===== src/rtl/param_shift_sequencer.sv =====
// -----------------------------------------------------------------------------
// param_shift_sequencer
//
// Purpose:
//   Parametrised shift register with four shift modes, a serial-out bit and a
//   built-in step sequencer. A single start pulse runs N one-bit shifts,
//   one shift per clock, and then raises done for one cycle. The Booth
//   controller uses it for per-step arithmetic right shifts and for multi-bit
//   operand alignment.
//
// Parameters:
//   WIDTH : register width in bits (>= 2)
//   CNT_W : width of shift_amt and of the step counter; must be able to hold
//           the value WIDTH
//
// Ports:
//   clk       in   1      rising-edge clock
//   clr       in   1      synchronous active-high clear, overrides everything
//   ld        in   1      parallel load of data_in; aborts a running sequence
//   data_in   in   WIDTH  signed parallel load value
//   shift_en  in   1      single manual step in the live mode (idle only)
//   start     in   1      launch a sequenced shift of shift_amt steps
//   shift_amt in   CNT_W  step count; values above WIDTH are clamped
//   mode      in   2      00 lsr (s_in->MSB), 01 asr, 10 lsl (s_in->LSB),
//                         11 rotate right
//   s_in      in   1      serial fill bit, sampled live on each step edge
//   data_out  out  WIDTH  signed register contents
//   s_out     out  1      bit shifted out by the most recent step
//   busy      out  1      sequence running
//   done      out  1      one-cycle pulse when a sequence completes
// -----------------------------------------------------------------------------
module param_shift_sequencer #(
   parameter int WIDTH = 32,
   parameter int CNT_W = 6
) (
   input  logic                    clk,
   input  logic                    clr,
   input  logic                    ld,
   input  logic signed [WIDTH-1:0] data_in,
   input  logic                    shift_en,
   input  logic                    start,
   input  logic [CNT_W-1:0]        shift_amt,
   input  logic [1:0]              mode,
   input  logic                    s_in,
   output logic signed [WIDTH-1:0] data_out,
   output logic                    s_out,
   output logic                    busy,
   output logic                    done
);

   typedef enum logic {
      IDLE = 1'b0,
      RUN  = 1'b1
   } state_t;

   state_t                  r_state, w_state_next;
   logic signed [WIDTH-1:0] r_data,  w_data_next;
   logic                    r_sout,  w_sout_next;
   logic                    r_done,  w_done_next;
   logic [CNT_W-1:0]        r_cnt,   w_cnt_next;
   logic [1:0]              r_mode,  w_mode_next;

   logic [CNT_W-1:0]        w_amt;
   logic [WIDTH:0]          w_step_run;    // {s_out, data} for the latched mode
   logic [WIDTH:0]          w_step_man;    // {s_out, data} for the live mode

   // One-bit shift of d in mode m; result is {bit shifted out, new data}.
   function automatic logic [WIDTH:0] step_f(
      input logic [WIDTH-1:0] d,
      input logic [1:0]       m,
      input logic             si
   );
      logic [WIDTH:0] res;
      case (m)
         2'b00:   res = {d[0],       si,         d[WIDTH-1:1]};
         2'b01:   res = {d[0],       d[WIDTH-1], d[WIDTH-1:1]};
         2'b10:   res = {d[WIDTH-1], d[WIDTH-2:0], si};
         default: res = {d[0],       d[0],       d[WIDTH-1:1]};
      endcase
      return res;
   endfunction

   // A request longer than the register is equivalent to WIDTH steps.
   assign w_amt = (shift_amt > CNT_W'(WIDTH)) ? CNT_W'(WIDTH) : shift_amt;

   assign w_step_run = step_f(r_data, r_mode, s_in);
   assign w_step_man = step_f(r_data, mode,   s_in);

   always_comb begin
      w_state_next = r_state;
      w_data_next  = r_data;
      w_sout_next  = r_sout;
      w_done_next  = 1'b0;
      w_cnt_next   = r_cnt;
      w_mode_next  = r_mode;

      if (ld) begin
         // Load wins over everything but clear and silently aborts a run.
         w_data_next  = data_in;
         w_state_next = IDLE;
         w_cnt_next   = '0;
      end else if (r_state == RUN) begin
         w_data_next = w_step_run[WIDTH-1:0];
         w_sout_next = w_step_run[WIDTH];
         w_cnt_next  = r_cnt - 1'b1;
         if (r_cnt == CNT_W'(1)) begin
            w_state_next = IDLE;
            w_done_next  = 1'b1;
         end
      end else if (start) begin
         if (w_amt == '0) begin
            // Zero-length sequence completes immediately without touching data.
            w_done_next = 1'b1;
         end else begin
            w_state_next = RUN;
            w_cnt_next   = w_amt;
            w_mode_next  = mode;
         end
      end else if (shift_en) begin
         w_data_next = w_step_man[WIDTH-1:0];
         w_sout_next = w_step_man[WIDTH];
      end
   end

   always_ff @(posedge clk) begin
      if (clr) begin
         r_state <= IDLE;
         r_data  <= '0;
         r_sout  <= 1'b0;
         r_done  <= 1'b0;
         r_cnt   <= '0;
         r_mode  <= 2'b00;
      end else begin
         r_state <= w_state_next;
         r_data  <= w_data_next;
         r_sout  <= w_sout_next;
         r_done  <= w_done_next;
         r_cnt   <= w_cnt_next;
         r_mode  <= w_mode_next;
      end
   end

   assign data_out = r_data;
   assign s_out    = r_sout;
   assign busy     = (r_state == RUN);
   assign done     = r_done;

endmodule

===== config.mk =====
export PLATFORM = sky130hd
export DESIGN_NAME = param_shift_sequencer
export DESIGN_NICKNAME = d
export VERILOG_FILES = /design/src/rtl/param_shift_sequencer.sv
export SDC_FILE = /design/constraint.sdc
export NUM_CORES = 1
export LEC_CHECK = 0
export CAP_MARGIN = 25
export CORE_MARGIN = 2
export CORE_UTILIZATION = 49
export DETAILED_ROUTE_END_ITERATION = 8
export GPL_TIMING_DRIVEN = 0
export PLACE_DENSITY = 0.79
export SYNTH_ARGS = -nofsm -noshare
export SYNTH_HDL_FRONTEND = slang
export SYNTH_SLANG_ARGS = --single-unit

===== constraint.sdc =====
create_clock -name clk -period 2.2 [get_ports clk]
set_clock_uncertainty 0.05 [all_clocks]
set_input_delay 0.55 -clock clk [delete_from_list [all_inputs] [get_ports clk]]
set_output_delay 0.55 -clock clk [all_outputs]
set_load 0.01 [all_outputs]

==> flow_summary.toml <==
[synthesis]
avgSynthCellArea_um2 = 9.70
synth_area_um2 = 2990
synthesis.instances = 308
async_flop_share_pct = 0
yosys_register_bits = 43
yosysWarnings = 0
syn_nets = 356
ys.flop_type = "dfxtp_1"
synth_cell_types = 44
synth_edf_count = 0
synth_seq_area_share_pct = 28.8

[floorplanning]
dieArea_um2 = 6740
die_x_um = 82.1
rows = 28
io_pins = 81
die_h_um = 82.1
start_util_pct = 50.4
core_area_um2 = 5920

[critical_path]
cp.arrival_ns = 2.34
setup.worst_path.start_class = "input port"
path_max_fanout = 5
cp_num_buf_inv = 2
critPathKind = "input port to flip-flop"
end_kind = "flip-flop"
cp.required_ns = 2.37
crit_path_max_incr_delay_ns = 0.59
crit_path_cell_trace = "clkdlybuf4s50_1 > or4_4 > o31ai_4 > buf_4 > o221ai_1 > a21oi_1"
cp_slowest_cell = "or4_4"
critical_path.top_delay_family = "buffers and inverters"

[global_route]
grt_max_degree = 12
antenna_found_initial = 0
grt_pass1_wl_um = 13600
grt-ovfl-total = 0
grt_use_total_pct = 26.0
grt_pass1_vias = 2700

[layout]
fillers = 494
layout_common_cells = "clkdlybuf4s50_1 (77), mux2_2 (47), dfxtp_1 (43), nor2_1 (39), a211oi_1 (33)"
area_growth_pct = 33.1
layout-drive-gt1-share_pct = 24.6
stdcell_count = 469
finalNetCount = 443
n_antenna_cell = 0
layout_commonest_cell = "clkdlybuf4s50_1"

[route]
wl_per_cell_um = 18.9
avgViaCountPerCell = 6.44
drc_errors = 0
num_vias = 3021
antenna_left = 0
first_iter_violations = 338
drt-total-wl_um = 8880
dr.pass1.iters = 7

[timing]
finalCritPeriodShare_pct = 98.4
relSlewSlack_pct = 66.1
max_freq_ghz = 0.462
setup_viol = 0
hold_ws_ns = 0.457
maxSlewViolCount = 0
post-route-worst-setup-slack_ns = 0.0341
tightestPinTransition_ns = 0.509
period_minus_slack_ns = 2.17
hold_viol_final = 0

[clock_network]
clockRootBuffer = "clkbuf_8"
clock_latency_ns = 0.29
cts_buffer_depth = 2
cts_buffers = 5
numClockSinks = 43
htree_num_levels = 2
cts_tree = "done"
clkTransAtPathRegs_ns = 0.08
hold_buffers = 0

[placement]
post-place-ws_ns = -0.408
port_buffers = 79
dp_hpwl_um = 6240
place_congestion = 0.852
dpl.cell_count = 462

[run_status]
status = "finished, final reports clean"

[pwr]
leakage_nw = 1.53
p_per_area_nw_per_um2 = 526
irDropWorstVdd_uv = 348

[flow_run]
maxCapViolations = 0

[hold_path]
hp-class = "flip-flop to flip-flop"
==> tightest hold or removal path, cell delays in order (launching register included) <==
cell and delay [ns]:
dfxtp_1 0.32, nor2_1 0.10, a211oi_1 0.05
==> metrics by stage <==
stage / cell area, um2 / power [mW] / util (%) / TNS, ns
final: 3980 / 2.09 / 67.2 / 0
after floorplan: 2990 / 1.32 / - / 0
after global routing: 3980 / 2.18 / 67.2 / -0.0146
after detailed placement: 3870 / 1.62 / 65.4 / -11.61
after global placement: 3870 / 1.60 / 65.4 / -10.55
after CTS: 3950 / 2.08 / 66.8 / 0
==> state kept, by name, summed over array words and instances, names as in the netlist <==
name,cells
r_cnt,6
s_out,1
done,1
busy,1
r_mode,2
data_out,32
==> what timing repair did <==
| action | CTS | global route |
|---|---|---|
| setup endpoints to repair | 24 | 32 |
| resized for setup | 6 | 18 |
| pin swaps | 0 | 4 |
| buffers inserted | 0 | 1 |
==> synth_stat cells, drive strengths merged, types with 2 or more instances <==
master | number | area (um2)
a21oi | 5 | 25.0
nand2 | 8 | 30.0
ha | 2 | 25.0
inv | 7 | 26.3
o21ai | 3 | 15.0
nor3b | 3 | 22.5
mux2 | 63 | 758
a211oi | 34 | 260
mux2i | 5 | 50.1
clkbuf | 21 | 78.8
nand3 | 2 | 10.0
dfxtp | 43 | 861
a32oi | 2 | 17.5
a221oi | 2 | 17.5
o32ai | 2 | 17.5
nand2b | 3 | 18.8
a31oi | 2 | 12.5
nor3 | 2 | 10.0
nor2 | 40 | 153
and2b | 2 | 17.5
buf | 10 | 82.6
or2 | 2 | 12.5
o31ai | 2 | 28.8
a222oi | 31 | 310
==> report_power, final <==
part | leakage (nW) | total, mW | internal, mW | switching [mW]
combinational | 1.14 | 0.685 | 0.395 | 0.290
clock | 0.0371 | 0.471 | 0.212 | 0.259
sequential | 0.355 | 0.935 | 0.840 | 0.0950
==> layout make-up <==
cell class                 instances  area, um2  area share (%)
multi-input combinational        227       1940            48.8
sequential                        43        861            21.6
timing repair buffer              80        800            20.1
buffer                            31        183            4.59
tap                               75       93.8            2.36
clock buffer                       6       72.6            1.83
inverter                           7       26.3           0.661
==> layer usage <==
layer  vias up  wire [um]  GRT usage [%]
met5         -          0              0
met4         0        106           5.83
met3        13        652           4.84
met2       157       4290           42.8
met1      1445       3830           35.2
li1       1406          -              -
==> worst paths after layout <==
check | endpoint | from | slack (ns) | cells past startpoint
setup / recovery | r_cnt[3] | shift_amt[5] | 0.03 | 6
hold / removal | s_out | s_out | 0.46 | 2
setup reg to reg | data_out[27] | r_mode[0] | 0.35 | 6
hold reg to reg | s_out | s_out | 0.46 | 2
==> logic make-up after synthesis <==
family / after synthesis / synth area share, %
muxes: 68 / 27.1
buffers and inverters: 38 / 6.28
DFF: 43 / 28.8
adders and majority gates: 2 / 0.838
AOI/OAI and AO/OA: 89 / 26.2
xor gates and xnor gates: 1 / 0.293
and+or+nand+nor: 67 / 10.5
Power figures use the tool's default switching activity.
==> variant (config.mk and constraints unchanged) <==
`WIDTH`: 32 -> 64.
--- a/src/rtl/param_shift_sequencer.sv
+++ b/src/rtl/param_shift_sequencer.sv
@@ -30,7 +30,7 @@
 //   done      out  1      one-cycle pulse when a sequence completes
 // -----------------------------------------------------------------------------
 module param_shift_sequencer #(
-   parameter int WIDTH = 32,
+   parameter int WIDTH = 64,
    parameter int CNT_W = 6
 ) (
    input  logic                    clk,
Interface: changed (resized data_in and data_out); port bits go from 81 to 145. No check against the original RTL was run, so the function may have changed too.
==> variant against the original RTL <==
Sequential share of layout area rose by 1.6 points; sequential cell count rose by 32; sequential power rose by 71%; routed wire length rose by 64%; total power rose by 84%; worst setup slack improved by 0.071 ns; synthesized area rose by 56%; largest cell class unchanged; cell area rose by 62%; largest power group unchanged; fmax rose by 3.4%.
==> variant: results (changes against the original RTL) <==
synthesis:
  syn_inst: 519  # +69%
  yosysSeqAreaShare_pct: 32.2  # +3.4 points
  ys_types: 37  # -16%
  yosysWarnings: 0  # unchanged
  postSynthNetCount: 599  # +68%
  synth_area_leaders: "dfxtp_1 (32%), mux2_2 (19%), a222oi_1 (9.7%)"
  synth_common_cells: "mux2_2 (77), dfxtp_1 (75), nor2_1 (59)"
critical_path:
  slowest_delay_ns: 0.44  # -0.15 ns
  critPathArrivalTime_ns: 2.29  # -0.05 ns
  critical_path.slowest_cell: "clkdlybuf4s50_1"
  critPathMaxFanout: 10  # +5
  critical_path.top_delay_family: "buffers and inverters"
clock_tree:
  htreeDepth: 3  # +1
  clkTransAtPathRegs_ns: 0.08  # about the same
  cts_setup_buffers: 0  # unchanged
  clock_path_buffers: 2  # unchanged
  clk_latency_ns: 0.34  # +0.05 ns
  cts_buffers: 9  # +4
  cts_root_buf: "clkbuf_8"
route:
  dr.pass1.iters: 6  # -1
  vias: 4887  # +62%
  wirelength_mm: 14.6  # +64%
  drt_iter0_markers: 375  # +11%
  drc: 0  # unchanged
grt:
  grt_pass1_wl_mm: 23.2  # +70%
  grt_pass1_vias: 4701  # +74%
  grt_max_degree: 13  # +1
  antenna_found_initial: 0  # unchanged
  gr-usage-all-layers_pct: 28.0  # +2.0 points
sta:
  relSlewSlack_pct: 61.0  # -5.0 points
finish:
  post_route_cells_drive_above_1_share_pct: 19.6  # -5.0 points
  layout.nets: 747  # +69%
  nFillCells: 759  # +54%
  largest_reg_flops: 64  # +100%
  stdcell_count: 801  # +71%
  antennaDiodeCount: 0  # unchanged
pwr:
  switching_power_mw: 1.06  # +65%
  cellLeakagePower_nw: 2.50  # +63%
  peakVddDrop_v: 0.000322  # -7.3%
placement:
  portBuffers: 137  # +73%
  place_ws_ns: -0.513  # -0.105 ns
  dp_hpwl_mm: 10.2  # +64%
  place_congestion: 0.892  # +4.7%
  placedCellCount: 785  # +70%
die:
  die-area_sq_mm: 0.0103  # +53%
outcome:
  outcome: "complete, no violations"
==> variant: cells by family (layout without fill, tap and decap cells) <==
family,after synthesis,after routing,synth area share [%]
compound gates,155,155,25.0
xor+xnor,5,5,0.940
fa+ha+maj,2,2,0.537
buf+inv,74,227,7.41
flops,75,75,32.2
mux,92,92,23.6
simple gates,116,116,10.3
==> variant: tightest hold or removal path: stages (launching register included) <==
cell and delay (ns):
dfxtp_1 0.34, nand2_1 0.06, a31oi_1 0.07
==> variant: worst paths after layout <==
kind	start	endpoint	slack (ns)	cells after the start
worst min register to register	data_out[59]	data_out[60]	0.45	2
worst min-delay path	data_out[59]	data_out[60]	0.45	2
worst max register to register	busy	data_out[18]	0.20	5
worst max-delay path	start	data_out[10]	0.11	6
==> variant: timing repair <==
action	CTS	global route
hold buffers	0	0
endpoints found under the setup margin	20	38
pin swaps	1	2
resized for setup	3	5
==> variant: power by group through the flow <==
stage               sequential (mW)  combinational [mW]  clock [mW]
CTS                            1.59               0.944        1.31
detailed placement             1.62               0.938           0
global route                   1.62                1.02        1.37
finish                         1.60               0.949        1.31
global placement               1.62               0.912           0
floorplan                      1.63               0.464           0
==> variant: layout make-up <==
class	count	area, sq um	share of cell area, %
timing repair buffer	137	1370	21.3
sequential	75	1500	23.3
tap	129	161	2.50
clock inverter	5	100	1.55
multi-input combinational	370	2820	43.6
buffer	51	277	4.28
clock buffer	11	141	2.19
inverter	23	86.3	1.34
==> variant: metrics by stage <==
step	cell area [sq um]	hold WS, ns	TNS [ns]
after floorplan	4660	0.430	0
after global placement	6190	0.441	-17.90
after detailed placement	6190	0.449	-19.82
after CTS	6440	0.456	0
after global routing	6460	0.478	0
final	6460	0.450	0
==> variant: per-layer routing <==
metal	part of all wire [%]	vias to the layer above	track usage (%)
met5	0	-	0
met1	43	2358	37.9
met4	1.8	0	9.15
met3	7.3	24	3.45
met2	48	230	46.2
li1	-	2275	-
